==> config.mk <==
export PLATFORM = sky130hd
export DESIGN_NAME = alu_sequencer
export DESIGN_NICKNAME = d
export VERILOG_FILES = /design/src/rtl/alu_sequencer.sv
export SDC_FILE = /design/constraint.sdc
export NUM_CORES = 1
export LEC_CHECK = 0
export CAP_MARGIN = 25
export CORE_UTILIZATION = 36
export CTS_CLUSTER_DIAMETER = 60
export CTS_CLUSTER_SIZE = 14
export DETAILED_ROUTE_END_ITERATION = 8
export PLACE_DENSITY = 0.76
export SETUP_SLACK_MARGIN = 0.5
export SLEW_MARGIN = 20
export SYNTH_ARGS = -nofsm -noshare
export SYNTH_HDL_FRONTEND = slang
export SYNTH_SLANG_ARGS = --single-unit
export TNS_END_PERCENT = 10
==> constraint.sdc <==
create_clock -name clk -period 1.4 [get_ports clk]
set_input_delay 0.28 -clock clk [delete_from_list [all_inputs] [get_ports clk]]
set_output_delay 0.28 -clock clk [all_outputs]
set_load 0.02 [all_outputs]
==> src/rtl/alu_sequencer.sv <==
// Issue/capture sequencer in front of the Neptune I ALU: one op per handshake, cleaned flags out.
// Optional sticky overflow trap enabled by defining ALU_SEQ_OFLOW_TRAP_EN.
module alu_sequencer #(
  parameter int unsigned WIDTH = 16
) (
  input  logic             clk,
  input  logic             rst,
  input  logic             in_valid,
  output logic             in_ready,
  input  logic [4:0]       in_opcode,
  input  logic [WIDTH-1:0] in_a,
  input  logic [WIDTH-1:0] in_b,
  output logic             alu_en,
  output logic [4:0]       alu_opcode,
  output logic [WIDTH-1:0] alu_a,
  output logic [WIDTH-1:0] alu_b,
  input  logic [WIDTH-1:0] alu_d,
  input  logic             alu_o,
  input  logic             alu_cond,
  output logic             out_valid,
  input  logic             out_ready,
  output logic [WIDTH-1:0] out_data,
  output logic             out_o,
  output logic             out_z,
  output logic             out_n,
  output logic             out_cond,
  output logic             out_illegal,
  output logic             trap,
  input  logic             trap_clr
);

  localparam logic [1:0] IDLE    = 2'd0;
  localparam logic [1:0] ISSUE   = 2'd1;
  localparam logic [1:0] CAPTURE = 2'd2;
  localparam logic [1:0] DONE    = 2'd3;

  logic [1:0]       state_q, state_d;
  logic [4:0]       op_q;
  logic [WIDTH-1:0] a_q, b_q;
  logic [WIDTH-1:0] data_q;
  logic             o_q, z_q, n_q, cond_q, illegal_q;

  logic accept;
  logic trap_block;
  logic is_arith, is_cmp, is_illegal;
  logic o_clean;

  assign is_arith   = (op_q >= 5'd3) && (op_q <= 5'd7);
  assign is_cmp     = (op_q >= 5'd8) && (op_q <= 5'd10);
  assign is_illegal = (op_q > 5'd20);
  // The ALU overflow mode is sticky across non-arithmetic ops, so mask it here.
  assign o_clean    = is_arith & alu_o;

  always_comb begin
    in_ready = ((state_q == IDLE) || ((state_q == DONE) && out_ready)) && !trap_block;
  end

  assign accept = in_valid & in_ready;

  always_comb begin
    state_d = state_q;
    case (state_q)
      IDLE:    if (accept) state_d = ISSUE;
      ISSUE:   state_d = CAPTURE;
      CAPTURE: state_d = DONE;
      DONE: begin
        if (out_ready) state_d = accept ? ISSUE : IDLE;
      end
      default: state_d = IDLE;
    endcase
  end

  always_ff @(posedge clk) begin
    if (rst) begin
      state_q   <= IDLE;
      op_q      <= '0;
      a_q       <= '0;
      b_q       <= '0;
      data_q    <= '0;
      o_q       <= 1'b0;
      z_q       <= 1'b0;
      n_q       <= 1'b0;
      cond_q    <= 1'b0;
      illegal_q <= 1'b0;
    end else begin
      state_q <= state_d;
      if (accept) begin
        op_q <= in_opcode;
        a_q  <= in_a;
        b_q  <= in_b;
      end
      if (state_q == CAPTURE) begin
        data_q    <= alu_d;
        o_q       <= o_clean;
        // Zero is derived locally; the ALU zero flag also sees stale upper product bits.
        z_q       <= (alu_d == '0);
        n_q       <= alu_d[WIDTH-1];
        cond_q    <= is_cmp & alu_cond;
        illegal_q <= is_illegal;
      end
    end
  end

`ifdef ALU_SEQ_OFLOW_TRAP_EN
  logic trap_q;

  // Set has priority over clear when both land in the same cycle.
  always_ff @(posedge clk) begin
    if (rst) begin
      trap_q <= 1'b0;
    end else if ((state_q == CAPTURE) && o_clean) begin
      trap_q <= 1'b1;
    end else if (trap_clr) begin
      trap_q <= 1'b0;
    end
  end

  assign trap       = trap_q;
  assign trap_block = trap_q;
`else
  logic unused_trap_clr;
  assign unused_trap_clr = trap_clr;
  assign trap            = 1'b0;
  assign trap_block      = 1'b0;
`endif

  assign alu_en      = (state_q == ISSUE);
  assign alu_opcode  = op_q;
  assign alu_a       = a_q;
  assign alu_b       = b_q;

  assign out_valid   = (state_q == DONE);
  assign out_data    = data_q;
  assign out_o       = o_q;
  assign out_z       = z_q;
  assign out_n       = n_q;
  assign out_cond    = cond_q;
  assign out_illegal = illegal_q;

endmodule

=== Word level (Yosys, flattened, before mapping) ===
Index checks and enable logic that the tools add are counted.

* $lt $le $gt $ge: 5
* Eq/ne operators: 5
* Muxes and demuxes: 4
* Bitwise gates (word level): 3
* Reductions and logical operators: 7

{| class="wikitable"
|+ Operators by type and width
! kind !! number
|-
| 16-bit zero test || 1
|-
| 2-bit one-hot mux with 4 select lines || 1
|-
| 5-bit by 2-bit >= comparator with 1-bit output (second input constant) || 1
|-
| 5-bit by 4-bit >= comparator with 1-bit output (second input constant) || 1
|-
| 5-bit > comparator (second input constant) || 1
|-
| 5-bit by 3-bit <= comparator with 1-bit output (second input constant) || 1
|-
| 5-bit by 4-bit <= comparator with 1-bit output (second input constant) || 1
|-
| 2-bit equality test (second input constant) || 2
|-
| 2-bit two-way mux || 2
|-
| 1-bit AND || 3
|-
| 1-bit logical AND || 3
|-
| 2-bit by 1-bit equality test with 1-bit output (second input constant) || 1
|-
| 2-bit zero test || 1
|-
| 2-bit by 1-bit inequality test with 1-bit output (second input constant) || 1
|-
| 2-bit inequality test (second input constant) || 1
|-
| 2-bit AND reduction || 1
|-
| 1-bit logical OR || 1
|-
| 1-bit two-way mux || 1
|}

* Register bits after elaboration: 60
* Input bits: 60
* Output and inout bits: 62
* Word-level logic and storage cells: 34

=== Logic depth before layout (Yosys ltp) ===
* Depth in word-level cells: 7
* Gate-level depth with buffers: 8
* Gate-level depth less buffers: 6

=== Worst setup path before layout ===
OpenSTA, ideal clock, no wires.

* Path kind: register to register
* From: register state_q[0]
* To: register a_q[0], in the netlist alu_a[0]
* Library setup time: 132 ps
* Data arrival time: 1266 ps
* Data required time: 1268 ps
* Path slack: 2 ps
* Stages on the path, launching flop included: 7
* Path buffers: 2
* Period minus slack after synthesis: 1398 ps
* Path through: dfxtp_1 ha_1 a21oi_2 buf_6 buf_8 o21ai_0 a21oi_1

* Longest elaborated chain between the ends: 4
* Elaborated cells on any way between the ends: 5
* Classes of those cells: 1 x eq/ne; 1 x bitwise; 3 x reduce/logical

{| class="wikitable"
|+ RTL lines
! item !! RTL line !! RTL
|-
| start, declared || 37 || <nowiki>logic [1:0] state_q, state_d;</nowiki>
|-
| start signal, assigned || 86 || <nowiki>state_q <= state_d;</nowiki>
|-
| 2-bit equality test || - ||
|-
| named net out_valid || 20 || <nowiki>output logic out_valid,</nowiki>
|-
| 1-bit logical AND || 55 || <nowiki>in_ready = ((state_q == IDLE) || ((state_q == DONE) && out_ready)) && !trap_block;</nowiki>
|-
| 1-bit logical OR || 55 ||
|-
| 1-bit AND || 58 || <nowiki>assign accept = in_valid & in_ready;</nowiki>
|-
| end signal, assigned || 89 || <nowiki>a_q <= in_a;</nowiki>
|-
| end, declared || 39 || <nowiki>logic [WIDTH-1:0] a_q, b_q;</nowiki>
|}

The timed path passes the listed nets, and every way through them passes these cells.
A chain may end at the register's enable or synchronous reset.

=== Worst setup path in the final report ===
* From: register state_q[0]
* To: output port in_ready

* Longest elaborated chain between the ends: 3
* Elaborated cells on any way between the ends: 4
* Classes of those cells: 1 x eq/ne; 3 x reduce/logical

{| class="wikitable"
|+ RTL lines
! item !! RTL line !! RTL
|-
| 2-bit equality test || 55 ||
|-
| 1-bit logical AND || 55 ||
|-
| 1-bit logical OR (*) || 55 ||
|-
| end, declared || 9 || <nowiki>output logic in_ready,</nowiki>
|}

Every way passes the cells marked *; elsewhere a longest branch is shown, timed or not.

==> results.toml <==
[clock_network]
clock_tree.htree_level_count = 3
clock_tree_sinks = 59
clk_pin_slew_worst_paths_ns = 0.06
worstSkewPairLatency_ns = 0.33
cts_max_path_buffers = 2
clock-root-buffer = "clkbuf_8"
ctsHoldBuffers = 0
cts_buffers = 9
clock_tree_from_tritoncts = "built"

[synth]
instance_count_of_the_mapped_netlist = 268
synth_nets = 333
ys_types = 35
synthesis.yosys.warnings = 0
post_synthesis_sequential_area_ratio = 0.4866
syn_area_per_cell_um2 = 9.057
synthesis.area_um2 = 2427
yosys_register_bits = 59

[timing]
grt_setup_unrepaired = "yes"
fin_crit_ns = 1.544
worst_clock_skew_ns = 0.006007
layout_setup_ws_ns = -0.1436
post-route-period-util = 1.103
hold_viol_final = 0
report.final.slew_viol_count = 0
final-setup-viol-count = 6
fin_setup_tns_ns = -0.2798
fmaxAchievable_mhz = 647.8

[routing]
detailroute.via_count = 2486
first_iter_violations = 102
drtAntennaViolNets = 0
route.detailed.wl_per_inst_um = 14.92
total_wirelength_mm = 7.145
drtPass1Iterations = 6
vias_per_cell = 5.190
remaining_drc_errors = 16

[global_route]
grt-ovfl-total = 0
grt_max_degree = 60
grt_first_pass_wirelength_mm = 11.45
first_global_vias = 2464
global_route.usage.total = 0.2057
antenna_found_initial = 0

[setup_path]
critical_path_cell_by_cell = "inv_4, ha_4, a21oi_4, inv_2, buf_6"
crit_required_ns = 1.12
cpMaxStageDelayCell = "dfxtp_4"
timing.critical_path.fanout_max = 4
timing.critical_path.max_delay_family = "flip-flops"
cpPeakStageDelay_ns = 0.39
cp_data_arrival_time_ns = 1.26
worst_setup_path_start_kind = "register"
critical_path_class = "reg -> out"
critical_path.endpoint_type = "primary output"
critical_path.n_buffers_inverters = 3

[floorplanning]
ios = 122
dieWidth_um = 84.12
std_cell_rows = 29
placeableCoreArea_um2 = 6422
die_y_um = 84.12
die_area_um2 = 7075
initial_core_util = 0.3779

[cells_and_area]
mostFrequentLayoutCells = "buf_6, clkdlybuf4s50_1, a21oi_1"
n_antenna_cell = 0
final_common_cell = "buf_6"
final_area_um2 = 4179
nets = 462
area_growth_pct = 72.17
drive_above_1_share = 0.3532

[placed_design]
post_dp_cell_area_um2 = 3741
place.port_buffers = 119
detailedPlacementHpwl_mm = 4.823
place.gp.congestion = 0.7483

[power]
p_leak_nw = 1.640
power_density_nw_per_um2 = 1784
irDropWorstVdd_mv = 1.248

[worst_hold_path]
timing.hold.worst.class = "in -> reg"

[outcome]
violations = "DRC, setup timing"
status = "complete, but fails checks"

[job]
max-cap-violations = 0
repair_timing:
action	in CTS	in global routing
endpoints found under the hold margin	0	0
setup endpoints to repair	120	120
pin swaps	4	3
resized for setup	390	9
setup buffers	6	1
cell type report:
type | count | area, um^2
clock buffer | 12 | 166.4
clock inverter | 4 | 70.07
fill | 520 | 2243
inverter | 5 | 21.27
multi-input combinational | 178 | 1110
sequential | 59 | 1216
tap | 77 | 96.34
timing repair buffer | 144 | 1499
kinds of logic after synthesis:
kind of cell | after synthesis | synth area share
compound gates | 87 | 0.1912
fa+ha+maj | 5 | 0.02577
buf+inv | 31 | 0.08453
flops | 59 | 0.4866
mux | 16 | 0.06598
other cells | 1 | 0.001545
simple gates | 69 | 0.1443
synth_stat cells:
library cell / number / area share
o21a_1: 1 / 0.0031
conb_1: 1 / 0.0015
nor2_1: 16 / 0.025
buf_4: 3 / 0.0093
o21ai_0: 17 / 0.035
buf_1: 1 / 0.0015
o211ai_1: 1 / 0.0031
nor4_1: 4 / 0.010
a21oi_1: 42 / 0.087
mux2i_1: 16 / 0.066
o21ai_2: 1 / 0.0036
nand4_1: 1 / 0.0026
o21ai_1: 19 / 0.039
nand2b_1: 5 / 0.013
buf_8: 3 / 0.019
a21oi_2: 1 / 0.0036
nand3_1: 38 / 0.078
inv_2: 1 / 0.0015
and3_1: 1 / 0.0026
a311oi_1: 1 / 0.0036
nand4bb_1: 1 / 0.0046
inv_1: 4 / 0.0062
o21ba_2: 1 / 0.0041
clkbuf_1: 4 / 0.0062
nor2b_1: 1 / 0.0026
clkbuf_2: 3 / 0.0062
dfxtp_1: 59 / 0.49
a31oi_1: 1 / 0.0026
buf_2: 8 / 0.016
buf_6: 4 / 0.019
o32ai_1: 1 / 0.0036
ha_1: 5 / 0.026
a211oi_1: 1 / 0.0031
nand3b_1: 1 / 0.0031
or2_2: 1 / 0.0026
where the power goes:
part	switching, mW	internal (mW)
logic	1.74	1.59
registers	0.258	2.06
clock network	0.656	1.15
worst register-to-register path, delay by kind of cell, from the launching register on:
kind	cells	cell delay (ns)
buffers and inverters	2	0.42
flip-flops	1	0.39
AO/OA/AOI/OAI	2	0.23
adder cells (fa/ha/maj)	1	0.17
AND/OR/NAND/NOR	1	0.14
flip-flops by register name (all words and copies together), names as in the netlist:
name,count
out_z,1
alu_a,16
state_q,2
out_o,1
out_data,16
out_illegal,1
out_cond,1
alu_b,16
alu_opcode,5
metal layers:
layer / GRT usage / routed length [um] / share of wire / vias up
met2: 0.3569 / 3550 / 0.50 / 95
met5: 0 / 0 / 0 / -
met3: 0.09594 / 724 / 0.10 / 12
met1: 0.2202 / 2737 / 0.38 / 1171
met4: 0.07053 / 131 / 0.018 / 0
li1: - / - / - / 1208
through the flow:
step                      setup WS [ns]  power (mW)  hold WS (ns)  utilization  std cells
after floorplan                  0.1506       4.347        0.4243            -        268
after global placement          -0.4575       5.271        0.4544       0.5825        456
after detailed placement        -0.4498       5.350        0.4670       0.5825        456
after CTS                       -0.1429       7.408        0.3091       0.6447        478
after global routing            -0.2056       7.870        0.3366       0.6507        479
final                           -0.1436       7.455        0.3290       0.6507        479
path summary, 6_finish.rpt:
kind	to	start	slack (ns)	cells past startpoint
worst max-delay path	in_ready	state_q[0]	-0.14	5
worst min-delay path	out_z	rst	0.33	4
worst max register to register	alu_a[11]	state_q[0]	-0.02	6
worst min register to register	out_cond	out_cond	0.48	2
No activity file was read; power rests on OpenSTA's default activity.
